--- src/rtl/reg_scoreboard.sv ---
// -----------------------------------------------------------------------------
// reg_scoreboard
//   Register busy-bit scoreboard for an in-order issue pipeline. Each
//   architectural register index has one busy bit. An issuing instruction marks
//   its destination busy, and writeback clears it. Source operands are checked
//   against the busy vector. Writeback bypass lets a source or destination that
//   is written back in the current cycle count as ready.
//
// Parameters
//   ADDR_W   register-index width; NUM = 2**ADDR_W entries
//   ZERO_REG when 1, index 0 is hard-wired not-busy (RISC-style x0)
//
// Ports
//   clk        clock, rising-edge active
//   rst_n      asynchronous active-low reset
//   iss_en     issue request for destination iss_addr
//   iss_addr   destination index of the issuing instruction
//   wb_en      writeback strobe for wb_addr
//   wb_addr    writeback destination index
//   flush      synchronous clear of all busy bits
//   rs1_addr   first source index to check
//   rs2_addr   second source index to check
//   iss_ready  combinational: an issue to iss_addr can be accepted this cycle
//   rs1_busy   combinational: source 1 not yet written
//   rs2_busy   combinational: source 2 not yet written
//   busy       registered busy vector, busy[i] belongs to index i
//   busy_cnt   registered population count of busy
//   wb_err     registered, sticky: writeback to a non-busy entry was seen
// -----------------------------------------------------------------------------
module reg_scoreboard #(
  parameter int ADDR_W   = 3,
  parameter int ZERO_REG = 1
) (
  input  logic                       clk,
  input  logic                       rst_n,
  input  logic                       iss_en,
  input  logic [ADDR_W-1:0]          iss_addr,
  input  logic                       wb_en,
  input  logic [ADDR_W-1:0]          wb_addr,
  input  logic                       flush,
  input  logic [ADDR_W-1:0]          rs1_addr,
  input  logic [ADDR_W-1:0]          rs2_addr,
  output logic                       iss_ready,
  output logic                       rs1_busy,
  output logic                       rs2_busy,
  output logic [(1<<ADDR_W)-1:0]     busy,
  output logic [ADDR_W:0]            busy_cnt,
  output logic                       wb_err
);

  localparam int NUM = 1 << ADDR_W;

  // Entries that can never become busy (only index 0, and only with ZERO_REG).
  localparam logic [NUM-1:0] ZERO_MASK = (ZERO_REG != 0) ? NUM'(1) : '0;

  logic [NUM-1:0] iss_oh;
  logic [NUM-1:0] wb_oh;
  logic [NUM-1:0] busy_next;
  logic [ADDR_W:0] cnt_next;
  logic           iss_accept;
  logic           wb_bad;

  // A writeback "hits" an index when it targets it this cycle.
  function automatic logic wb_hit(input logic [ADDR_W-1:0] idx);
    return wb_en && (wb_addr == idx);
  endfunction

  // Index 0 is reported as never busy when it is hard-wired.
  function automatic logic is_zero_reg(input logic [ADDR_W-1:0] idx);
    return (ZERO_REG != 0) && (idx == '0);
  endfunction

  // Enable-gated one-hot decodes of the issue and writeback indices.
  always_comb begin
    iss_oh = '0;
    wb_oh  = '0;
    if (iss_en) iss_oh[iss_addr] = 1'b1;
    if (wb_en)  wb_oh[wb_addr]   = 1'b1;
  end

  // Readiness and source checks, with writeback bypass so a register being
  // written this cycle is already considered available.
  always_comb begin
    iss_ready = ~busy[iss_addr] | wb_hit(iss_addr) | is_zero_reg(iss_addr);
    rs1_busy  = busy[rs1_addr] & ~wb_hit(rs1_addr) & ~is_zero_reg(rs1_addr);
    rs2_busy  = busy[rs2_addr] & ~wb_hit(rs2_addr) & ~is_zero_reg(rs2_addr);
  end

  // Next busy vector: the clear is applied before the set so that an issue and
  // a writeback to the same index leave the bit set. Flush overrides both.
  // A writeback to an idle entry is flagged even during a flush.
  always_comb begin
    iss_accept = iss_en & iss_ready & ~flush;
    wb_bad     = wb_en & ~busy[wb_addr] & ~is_zero_reg(wb_addr);
    if (flush) begin
      busy_next = '0;
    end else begin
      busy_next = ((busy & ~wb_oh) | (iss_accept ? iss_oh : '0)) & ~ZERO_MASK;
    end
    cnt_next = '0;
    for (int i = 0; i < NUM; i++) begin
      cnt_next = cnt_next + {{ADDR_W{1'b0}}, busy_next[i]};
    end
  end

  // State registers; the count is computed from the next vector so it lands on
  // the same edge as the busy bits it describes.
  always_ff @(posedge clk or negedge rst_n) begin
    if (!rst_n) begin
      busy     <= '0;
      busy_cnt <= '0;
      wb_err   <= 1'b0;
    end else begin
      busy     <= busy_next;
      busy_cnt <= cnt_next;
      if (wb_bad) wb_err <= 1'b1;
    end
  end

endmodule

--- config.mk ---
export PLATFORM = sky130hd
export DESIGN_NAME = reg_scoreboard
export DESIGN_NICKNAME = d
export VERILOG_FILES = /design/src/rtl/reg_scoreboard.sv
export SDC_FILE = /design/constraint.sdc
export NUM_CORES = 1
export LEC_CHECK = 0
export BUFFER_PORTS_ARGS = -buffer_cell sky130_fd_sc_hd__buf_4
export CAP_MARGIN = 20
export CORE_UTILIZATION = 45
export CTS_CLUSTER_DIAMETER = 80
export CTS_CLUSTER_SIZE = 28
export DETAILED_ROUTE_END_ITERATION = 16
export GPL_ROUTABILITY_DRIVEN = 0
export PLACE_DENSITY = 0.73
export SLEW_MARGIN = 20
export SYNTH_ARGS = -nofsm -noshare
export SYNTH_HDL_FRONTEND = slang
export SYNTH_SLANG_ARGS = --single-unit
--- constraint.sdc ---
create_clock -name clk -period 5.16 [get_ports clk]
set_clock_uncertainty 0.1 [all_clocks]
set_input_delay 1.032 -clock clk [delete_from_list [all_inputs] [get_ports clk]]
set_output_delay 1.032 -clock clk [all_outputs]
set_load 0.02 [all_outputs]
# Word-level counts from Yosys, hierarchy flattened
# Index checks and enable logic that the tools add are counted.
[op_classes] add_sub_neg=7 n_mul=0 div_mod_pow=0 magnitude_cmp=6 eq_ne=3 shifts=0 mux=16 n_bitwise=21 n_reduce_logical=9
[op_table] operator="8-bit two-way mux" n=4
[op_table] operator="4-bit by 1-bit adder with 4-bit output" n=4
[op_table] operator="3-bit by 4-bit < comparator with 1-bit output (second input constant)" n=4
[op_table] operator="1-bit binary-select mux with 3-bit select" n=4
[op_table] operator="3-bit zero test" n=4
[op_table] operator="3-bit == test" n=3
[op_table] operator="1-bit bitwise AND" n=8
[op_table] operator="8-bit bitwise AND" n=1
[op_table] operator="1-bit NOT" n=8
[op_table] operator="8-bit NOT" n=1
[op_table] operator="8-bit OR" n=1
[op_table] operator="1-bit demux with 3-bit select" n=2
[op_table] operator="3-bit by 1-bit greater-or-equal comparator with 1-bit output (second input constant)" n=2
[op_table] operator="1-bit two-way mux" n=6
[op_table] operator="1-bit logical AND" n=5
[op_table] operator="3-bit by 1-bit adder with 4-bit output" n=1
[op_table] operator="2-bit by 1-bit adder with 3-bit output" n=1
[op_table] operator="1-bit by 1-bit adder with 2-bit output" n=1
[op_table] operator="1-bit OR" n=2
[totals] ff_bits=13 latch_bits=0 ram_bits=0 romBits=0 inputBits=17 output_inout_bits=16 wordCells=65 mem_count=0

# Longest topological paths before layout
# Gate-level depths: netlist of the first run.
[depth] depth_word=17 depth_mapped=11 depth_no_buf=10

# Worst setup path after synthesis of the first run
# Ideal clock, no wire load.
[synth_path] path_type="input to register" from="input iss_addr[1]" to="register busy_cnt[1]" setup_ps=135 arrival_ps=3745 required_ps=4925 path_slack_ps=1180 stages=11 path_buffers=1 cell_sequence="buf_2 -> xnor2_1 -> a41oi_1 -> o21a_2 -> o21ai_0 -> fa_1 -> inv_1 -> fa_1 -> inv_1 -> fa_1 -> fa_1"
[synth_via] word_cells_on_any_way=26 cone_classes="add/sub (7); order compare (2); eq/ne (1); mux (7); bitwise (6); reduce/logical (3)"
[synth_lines] item="start, declared" line="37" source="input logic [ADDR_W-1:0] iss_addr,"
[synth_lines] item="1-bit binary-select mux with 3-bit select" line="84" source="iss_ready = ~busy[iss_addr] | wb_hit(iss_addr) | is_zero_reg(iss_addr);"
[synth_lines] item="1-bit two-way mux (not written as such)" line="84"
[synth_lines] item="1-bit NOT" line="84"
[synth_lines] item="1-bit OR (2 in a row)" line="84"
[synth_lines] item="1-bit bitwise AND (2 in a row)" line="93" source="iss_accept = iss_en & iss_ready & ~flush;"
[synth_lines] item="8-bit two-way mux (*)" line="98" source="busy_next = ((busy & ~wb_oh) | (iss_accept ? iss_oh : '0)) & ~ZERO_MASK;"
[synth_lines] item="8-bit OR (*)" line="98"
[synth_lines] item="8-bit two-way mux (*)" line="95" source="if (flush) begin"
[synth_lines] item="net busy_next[4]" line="58" source="logic [NUM-1:0] busy_next;"
[synth_lines] item="4-bit by 1-bit adder with 4-bit output (*) (4 in a row)" line="102" source="cnt_next = cnt_next + {{ADDR_W{1'b0}}, busy_next[i]};"
[synth_lines] item="net cnt_next[1]" line="59" source="logic [ADDR_W:0] cnt_next;"
[synth_lines] item="end signal, assigned" line="115" source="busy_cnt <= cnt_next;"
[synth_lines] item="end, declared" line="47" source="output logic [ADDR_W:0] busy_cnt,"
# Mark *: on every way through the listed nets, which the timed path passes. The rest lies on a longest branch. The select of a mux whose other input is x is not followed.
# A chain may end at the register's enable or synchronous reset.

# Worst setup path in the final report of the first run
[layout_path] from="input iss_addr[0]" to="register busy_cnt[1]"
# The elaborated chain is that of the path after synthesis.

==> flow_summary.json, run 1 <==
{
  "fp.dieH_um": 50.1,
  "fill_cells": 190,
  "antenna_found_initial": 0,
  "drive_gt1_frac": 0.349,
  "crit_arrival_ns": 4.01,
  "crit_chain": "buf_4 -> xnor2_1 -> a41oi_1 -> o21a_2 -> o21ai_0 -> fa_1 -> inv_1 -> fa_1 -> inv_1 -> fa_1 -> fa_1",
  "boundaryPins": 33,
  "fin_area_um2": 1260,
  "clkTransAtPathRegs_ns": 0.07,
  "clock_sinks": 11,
  "dieWidth_um": 50.1,
  "syn_to_final_growth_pct": 21.0,
  "start_util": 0.475,
  "drt-pass1-iter-count": 4,
  "avgViaCountPerCell": 6.05,
  "vdd_drop_max_mv": 0.160,
  "core_area_um2": 2190,
  "slew_violations": 0,
  "status": "completed",
  "dpl_cell_area_um2": 1230,
  "crit_type": "primary input to flip-flop",
  "grt_pass1_wl_um": 4110,
  "fin_ws_ns": 1.19,
  "h-tree-depth": 1,
  "grt_setup_unrepaired": "false",
  "cts_hold_buf": 0,
  "grt_max_degree": 13,
  "r2r_end": "busy_cnt[1]$_DFF_PN0_",
  "drt_wl_total_um": 2370,
  "grt_pass1_vias": 915,
  "tritoncts": "done",
  "yosys.area_share.simple": 0.141,
  "ys_seq_area_frac": 0.264,
  "clockBufferDepth": 2,
  "num_rows": 17,
  "r2r_setup_slack_ns": 1.75,
  "ys_ff_latch": 11,
  "synth_area_um2": 1040,
  "synth_top_family_by_area": "compound AO/OA/AOI/OAI gates",
  "hp-class": "flip-flop to flip-flop",
  "grt_overflow_total": 0,
  "min_from": "wb_err$_DFFE_PN0P_",
  "hold_path_depth": 1,
  "clock.fmax_mhz": 252,
  "grt_usage": 0.211,
  "crit_required_ns": 5.20,
  "fin_crit_sh": 0.770,
  "synth-xor-area-share": 0.0589,
  "fin_nets": 151,
  "ys_types": 41,
  "dp_hpwl_um": 1810,
  "setup_viol": 0,
  "vias": 950,
  "slowest_delay_ns": 0.57,
  "synthAdderAreaFrac": 0.0769,
  "synthCells": 103,
  "syn_avg_cell_area_um2": 10.1,
  "cellPowerDensity_nw_per_um2": 178,
  "cts.root.buffer_cell": "clkbuf_4",
  "timing.setup.tns_ns": 0,
  "place.port_buffers": 30,
  "insertion_delay_ns": 0.26,
  "die-area_um2": 2510,
  "worstRegToRegCells": 10,
  "leakagePower_uw": 0.000567,
  "cp_max_fo": 11,
  "wire_per_inst_um": 15.1,
  "cts_setup_buffers": 0,
  "ctsResizeCount": 0,
  "crit_top_cell": "fa_1",
  "dp_slack_ns": 0.951,
  "synthMuxAreaShare": 0.143,
  "critPathSlowestCell": "fa_1",
  "synth_edf_count": 0,
  "whs_endpoint": "wb_err$_DFFE_PN0P_",
  "critPathLaunchType": "primary input",
  "maxCapViolations": 0,
  "timing.rr.start": "busy[3]$_DFF_PN0_",
  "cts_buffers": 3,
  "finalPower_uw": 225,
  "synthArstFlopShare": 1.00,
  "critPathCaptureType": "flip-flop",
  "ant_nets": 0,
  "drt_iter0_drc": 24,
  "antenna_cells": 0,
  "synth_ff_type": "dfrtp_1",
  "yosys_warnings": 0,
  "period_needed_ns": 3.97,
  "synth_compound_area_frac": 0.219,
  "drc_errors": 0,
  "finalHoldViolations": 0
}
critical path: cells and delay by family:
kind,cells,cell delay [ns]
XOR/XNOR,1,0.15
buffers and inverters,3,0.26
AO/OA/AOI/OAI,3,0.70
adder cells (fa/ha/maj),4,1.87
registers in the layout, summed over array words and instances, names as in the netlist:
register  count
busy_cnt      3
busy          7
wb_err        1
through the flow:
stage | utilization | hold slack (ns) | cells
2_1_floorplan | - | 0.465 | 104
3_3_place_gp | 0.563 | 0.345 | 153
3_5_place_dp | 0.563 | 0.356 | 153
4_1_cts | 0.575 | 0.371 | 157
5_1_grt | 0.575 | 0.391 | 157
6_report | 0.575 | 0.366 | 157
report_power, final:
group          total, uW  internal (uW)  switching [uW]
Combinational       72.1           32.1            40.0
Sequential          94.8           90.5            4.28
Clock               58.0           29.9            28.1
kinds of logic after synthesis:
family	Yosys count
AO/OA/AOI/OAI	27
XOR/XNOR	7
adder cells (fa/ha/maj)	4
buffers and inverters	16
flip-flops	11
multiplexers	11
other	1
AND/OR/NAND/NOR	26
cell type report:
class                   count  area (um2)  share of cell area
repair buffers             30         225               0.179
inverters                   7        26.3              0.0209
well taps                  28        35.0              0.0278
clock buffers               4        26.3              0.0209
multi-input cells          77         672               0.533
flip-flops and latches     11         275               0.218
per-layer routing:
layer,vias up,global-route usage,wire [um]
met5,-,0,0
met2,64,0.349,1120
li1,439,-,-
met3,2,0.0247,236
met4,0,0.0476,5
met1,445,0.293,1000
cell usage after synthesis (3+ instances only):
cell type	instances	area share
nand4_1	3	0.018
nand3_1	7	0.034
xnor2_1	7	0.059
inv_1	6	0.022
nand2_1	6	0.022
buf_2	3	0.014
mux4_2	3	0.065
mux2i_1	7	0.067
fa_1	4	0.077
o21ai_0	5	0.024
dfrtp_1	11	0.26
worst max path at each step:
stage,startpoint,endpoint,slack (ns),cells after the start
after floorplan,iss_addr[1],busy_cnt[1]$_DFF_PN0_,1.18,11
after global placement,iss_addr[0],busy_cnt[1]$_DFF_PN0_,1.02,11
after detailed placement,iss_addr[0],busy_cnt[1]$_DFF_PN0_,0.95,11
after CTS,iss_addr[0],busy_cnt[1]$_DFF_PN0_,1.21,11
after global routing,wb_addr[0],busy_cnt[1]$_DFF_PN0_,1.02,11
final,iss_addr[0],busy_cnt[1]$_DFF_PN0_,1.19,11
placed cells by master (no fill, tap or decap), drive strengths merged, types with 2 or more instances in the layout:
cell | netlist | routed
nand2b | 2 | 2
a211oi | 2 | 2
o311ai | 2 | 2
inv | 6 | 6
xnor2 | 7 | 7
fa | 4 | 4
o41ai | 2 | 2
o21ai | 5 | 5
dfrtp | 11 | 11
nor2b | 3 | 3
a21oi | 3 | 3
nand2 | 6 | 6
buf | 7 | 30
mux2i | 7 | 7
clkbuf | 2 | 4
nand3 | 7 | 7
a32o | 3 | 3
o211ai | 2 | 2
mux4 | 3 | 3
conb | 1 | 2
a32oi | 2 | 2
nand4 | 3 | 3
(Power assumes the default switching activity.)
==> run 2: changes to the inputs <==
--- a/config.mk
+++ b/config.mk
@@ -12,7 +12,7 @@
 export CTS_CLUSTER_SIZE = 28
 export DETAILED_ROUTE_END_ITERATION = 16
 export GPL_ROUTABILITY_DRIVEN = 0
-export PLACE_DENSITY = 0.73
+export PLACE_DENSITY = 0.76
 export SLEW_MARGIN = 20
 export SYNTH_ARGS = -nofsm -noshare
 export SYNTH_HDL_FRONTEND = slang
==> constraint.sdc (replaced) <==
create_clock -name clk -period 3.52 [get_ports clk]
set_clock_uncertainty 0.1 [all_clocks]
set_input_delay 0.704 -clock clk [delete_from_list [all_inputs] [get_ports clk]]
set_output_delay 0.704 -clock clk [all_outputs]
set_load 0.02 [all_outputs]
==> flow_summary.json, run 2 (same netlist as run 1, synthesis figures left out) <==
{
  "insertion_delay_ns": 0.27,
  "clock_sinks": 11,
  "top_register": "busy",
  "p_sw_uw": 112,
  "startpoint": "iss_addr[2]",
  "p_int_uw": 238,
  "vdd_drop_max_mv": 0.236,
  "status": "completed",
  "combPwrFrac": 0.362,
  "relSlewSlack": 0.668,
  "layout_common_cells": "buf_4 (50), dfrtp_1 (11), nand3_1 (7), mux2i_1 (7), xnor2_1 (7)",
  "path_buf_inv": 3,
  "place.port_buffers": 30,
  "critPathSlowestCell": "fa_1",
  "crit_required_ns": 3.56,
  "core_area_um2": 2190,
  "tightest_slew_ns": 0.492,
  "syn_to_final_growth_pct": 37.6,
  "hold_slack_ns": 0.148,
  "fin_nets": 171,
  "h-tree-depth": 1,
  "num_rows": 17,
  "antenna_found_initial": 0,
  "drive_gt1_frac": 0.463,
  "grt_overflow_total": 0,
  "period_needed_ns": 3.46,
  "cp_max_fo": 7,
  "die-area_um2": 2510,
  "fp.dieH_um": 50.1,
  "top_regs": "busy (7), busy_cnt (3), wb_err (1)",
  "drt-pass1-iter-count": 4,
  "fill_cells": 192,
  "setup_viol": 0,
  "grt_usage": 0.235,
  "dieWidth_um": 50.1,
  "largest_register_ff_count": 7,
  "hp-class": "primary input to async pin",
  "crit_chain": "buf_4 -> mux2_2 -> a22o_1 -> o21a_2 -> o41ai_4 -> fa_1 -> inv_2 -> fa_1 -> inv_1 -> fa_2 -> fa_1",
  "clockPowerShare": 0.243,
  "vias": 1033,
  "leakagePower_uw": 0.000685,
  "finalHoldViolations": 0,
  "grt_max_degree": 12,
  "path_delay_family": "adder cells",
  "multi_input_area_um2": 694,
  "drt_iter0_drc": 15,
  "regArea_um2": 275,
  "clock.fmax_mhz": 289,
  "worstRegToRegCells": 10,
  "slowest_delay_ns": 0.48,
  "finalPower_uw": 350,
  "slew_violations": 0,
  "grt_pass1_vias": 974,
  "r2r_setup_slack_ns": 0.22,
  "maxCapViolations": 0,
  "switching_share": 0.319,
  "tritoncts": "done",
  "crit_arrival_ns": 3.50,
  "timing.rr.start": "busy[1]$_DFF_PN0_",
  "dp_hpwl_um": 2110,
  "boundaryPins": 33,
  "final_common_cell": "buf_4",
  "r2r_end": "busy_cnt[1]$_DFF_PN0_",
  "crit_type": "primary input to flip-flop",
  "drc_errors": 0,
  "cts.root.buffer_cell": "clkbuf_4",
  "crit_top_cell": "fa_1",
  "avgViaCountPerCell": 5.84,
  "fin_crit_sh": 0.982,
  "antenna_cells": 0,
  "cellPowerDensity_nw_per_um2": 244,
  "critPathLaunchType": "primary input",
  "grt_pass1_wl_um": 4460,
  "clkTransAtPathRegs_ns": 0.06,
  "drt_wl_total_um": 2710,
  "clockBufferDepth": 2,
  "p_seq_frac": 0.395,
  "cts_buffers": 3,
  "start_util": 0.475,
  "ant_nets": 0,
  "wire_per_inst_um": 15.3,
  "critPathCaptureType": "flip-flop"
}
==> run 2: worst max-delay path by stage <==
stage                                        to  slack [ns]  cells after the start
final                     busy_cnt[1]$_DFF_PN0_        0.06                     11
after global routing      busy_cnt[1]$_DFF_PN0_       -0.01                     11
after CTS                 busy_cnt[1]$_DFF_PN0_        0.02                     11
after detailed placement  busy_cnt[1]$_DFF_PN0_       -0.28                     11
after global placement    busy_cnt[1]$_DFF_PN0_       -0.16                     11
after floorplan           busy_cnt[1]$_DFF_PN0_       -0.07                     11
==> run 2: power by group through the flow <==
stage | Sequential [uW] | Clock [uW] | Combinational, uW
2_1_floorplan | 148 | 0 | 61.7
5_1_grt | 139 | 93.9 | 137
3_3_place_gp | 140 | 0 | 120
6_report | 138 | 84.9 | 127
4_1_cts | 138 | 87.6 | 124
3_5_place_dp | 140 | 0 | 123
==> run 2: final cells by class <==
class                      instances  share of cell area
multi-input combinational         77               0.485
timing repair buffer              50               0.262
sequential                        11               0.192
tap                               28              0.0245
clock buffer                       4              0.0183
inverter                           7              0.0183
==> run 2: what timing repair did <==
| action | 4_1_cts | 5_1_grt |
|---|---|---|
| setup endpoints to repair | 0 | 1 |
| buffers inserted | 0 | 0 |
| hold buffers | 0 | 0 |
| resized for setup | 0 | 3 |
==> run 2: per-stage QoR <==
step	TNS (ns)	instances	instance area, um2	util	setup slack [ns]
2_1_floorplan	-0.0663	104	1050	-	-0.0663
3_3_place_gp	-0.257	173	1390	0.633	-0.163
3_5_place_dp	-0.511	173	1390	0.633	-0.280
4_1_cts	0	177	1410	0.645	0.0226
5_1_grt	-0.0129	177	1430	0.654	-0.0129
6_report	0	177	1430	0.654	0.0645
==> run 2: worst reg2reg max path: cells and delay by family, from the launching register on <==
family	cells	cell delay, ns
AO/OA/AOI/OAI	3	0.70
adder cells (fa/ha/maj)	4	1.48
buffers and inverters	2	0.15
flip-flops	1	0.45
multiplexers	1	0.30
==> run 2: metal layers <==
layer  global-route usage  vias up  share of wire
met5                    0        -              0
met4               0.0571        0          0.024
met3               0.0463        9          0.059
met2                0.396       37           0.50
met1                0.305      513           0.42
li1                     -      474              -
==> run 3: changes to the inputs <==
==> constraint.sdc (replaced) <==
create_clock -name clk -period 3.52 [get_ports clk]
set_clock_uncertainty 0.1 [all_clocks]
set_input_delay 0.352 -clock clk [delete_from_list [all_inputs] [get_ports clk]]
set_output_delay 0.352 -clock clk [all_outputs]
set_load 0.02 [all_outputs]
==> flow_summary.json, run 3 (same netlist as run 1, synthesis figures left out) <==
{
  "status": "completed",
  "worstRegToRegCells": 10,
  "relSlewSlack": 0.672,
  "final_common_cell": "buf_4",
  "wire_per_inst_um": 14.6,
  "clock.fmax_mhz": 299,
  "period_needed_ns": 3.34,
  "leakagePower_uw": 0.000607,
  "core_area_um2": 2190,
  "drt_iter0_drc": 50,
  "grt_pass1_wl_um": 4100,
  "layout_common_cells": "buf_4 (37), dfrtp_1 (11), nand3_1 (7), mux2i_1 (7), xnor2_1 (7)",
  "cts_buffers": 3,
  "antenna_cells": 0,
  "avgViaCountPerCell": 5.71,
  "slew_violations": 0,
  "clock_sinks": 11,
  "grt_util_met1": 0.282,
  "ant_nets": 0,
  "top_regs": "busy (7), busy_cnt (3), wb_err (1)",
  "final_util": 0.604,
  "largest_register_ff_count": 7,
  "fin_nets": 159,
  "grt_setup_unrepaired": "false",
  "crit_required_ns": 3.55,
  "grt_util_met3": 0.0185,
  "hp-class": "primary input to flip-flop",
  "grt_busiest_layer": "met2",
  "cts.root.buffer_cell": "clkbuf_4",
  "grt_pass1_vias": 915,
  "syn_to_final_growth_pct": 27.0,
  "tritoncts": "done",
  "hold_path_depth": 2,
  "stdcell_count": 165,
  "finalPower_uw": 330,
  "clkTransAtPathRegs_ns": 0.06,
  "drive_gt1_frac": 0.380,
  "crit_type": "flip-flop to flip-flop",
  "dp_hpwl_um": 1940,
  "start_util": 0.475,
  "grt_max_degree": 12,
  "finalHoldViolations": 0,
  "die-area_um2": 2510,
  "grt_usage": 0.214,
  "dieWidth_um": 50.1,
  "cellPowerDensity_nw_per_um2": 250,
  "antenna_found_initial": 0,
  "num_rows": 17,
  "drc_errors": 0,
  "cp_max_fo": 6,
  "h-tree-depth": 1,
  "vias": 942,
  "gr-usage-met2": 0.369,
  "place.port_buffers": 30,
  "boundaryPins": 33,
  "crit_arrival_ns": 3.37,
  "fin_crit_sh": 0.949,
  "insertion_delay_ns": 0.26,
  "clockBufferDepth": 2,
  "drt-pass1-iter-count": 4,
  "drt_wl_total_um": 2400,
  "tightest_slew_ns": 0.486,
  "vdd_drop_max_mv": 0.215,
  "grt_overflow_total": 0,
  "critPathCaptureType": "flip-flop",
  "setup_viol": 0,
  "critPathLaunchType": "flip-flop",
  "timing.setup.tns_ns": 0,
  "top_register": "busy",
  "hold_slack_ns": 0.274,
  "fp.dieH_um": 50.1,
  "maxCapViolations": 0,
  "placed_cells": 160
}
## run 3: timing repair
action                                 4_1_cts  5_1_grt
buffers inserted                             0        0
endpoints found under the hold margin       11        0
hold buffers                                 1        0
resized for setup                            0        0
## run 3: path summary, 6_finish.rpt
kind                                    start               endpoint  slack (ns)
min in group asynchronous               rst_n      busy[6]$_DFF_PN0_        0.36
hold reg to reg            wb_err$_DFFE_PN0P_     wb_err$_DFFE_PN0P_        0.37
max in group asynchronous               rst_n  busy_cnt[2]$_DFF_PN0_        2.81
setup reg to reg            busy[3]$_DFF_PN0_  busy_cnt[1]$_DFF_PN0_        0.18
setup / recovery            busy[3]$_DFF_PN0_  busy_cnt[1]$_DFF_PN0_        0.18
hold / removal                          wb_en     wb_err$_DFFE_PN0P_        0.27
## run 3: critical path, stage by stage, from the launching register on
cell	delay [ns]
dfrtp_1	0.46
mux2i_1	0.13
o22ai_2	0.25
o21a_2	0.22
o21ai_0	0.16
fa_1	0.54
inv_1	0.05
fa_1	0.47
inv_1	0.05
fa_1	0.37
fa_1	0.43
## run 3: per-layer routing
metal  part of all wire  up-vias  routed length (um)
met5                  0        -                   0
met4             0.0071        0                  17
met3              0.043        2                 103
met2               0.50       31                1200
met1               0.45      459                1080
li1                   -      450                   -
## run 3: where the power goes
part	internal [uW]	leakage [uW]	switching, uW
Clock	43.7	0.0000150	37.3
Combinational	51.6	0.000447	60.4
Sequential	133	0.000146	4.69
Total	228	0.000607	102
## run 3: layout make-up
class	count	area, um2
sequential	11	275
tap	28	35.0
inverter	7	26.3
fill	201	868
multi-input combinational	77	672
clock buffer	4	26.3
timing repair buffer	38	288
## run 3: per-stage QoR
stage / worst slack, ns / area (um2)
6_report: 0.180 / 1320
3_5_place_dp: 0.0452 / 1290
4_1_cts: 0.160 / 1320
3_3_place_gp: 0.120 / 1290
2_1_floorplan: 0.220 / 1040
5_1_grt: 0.00243 / 1320
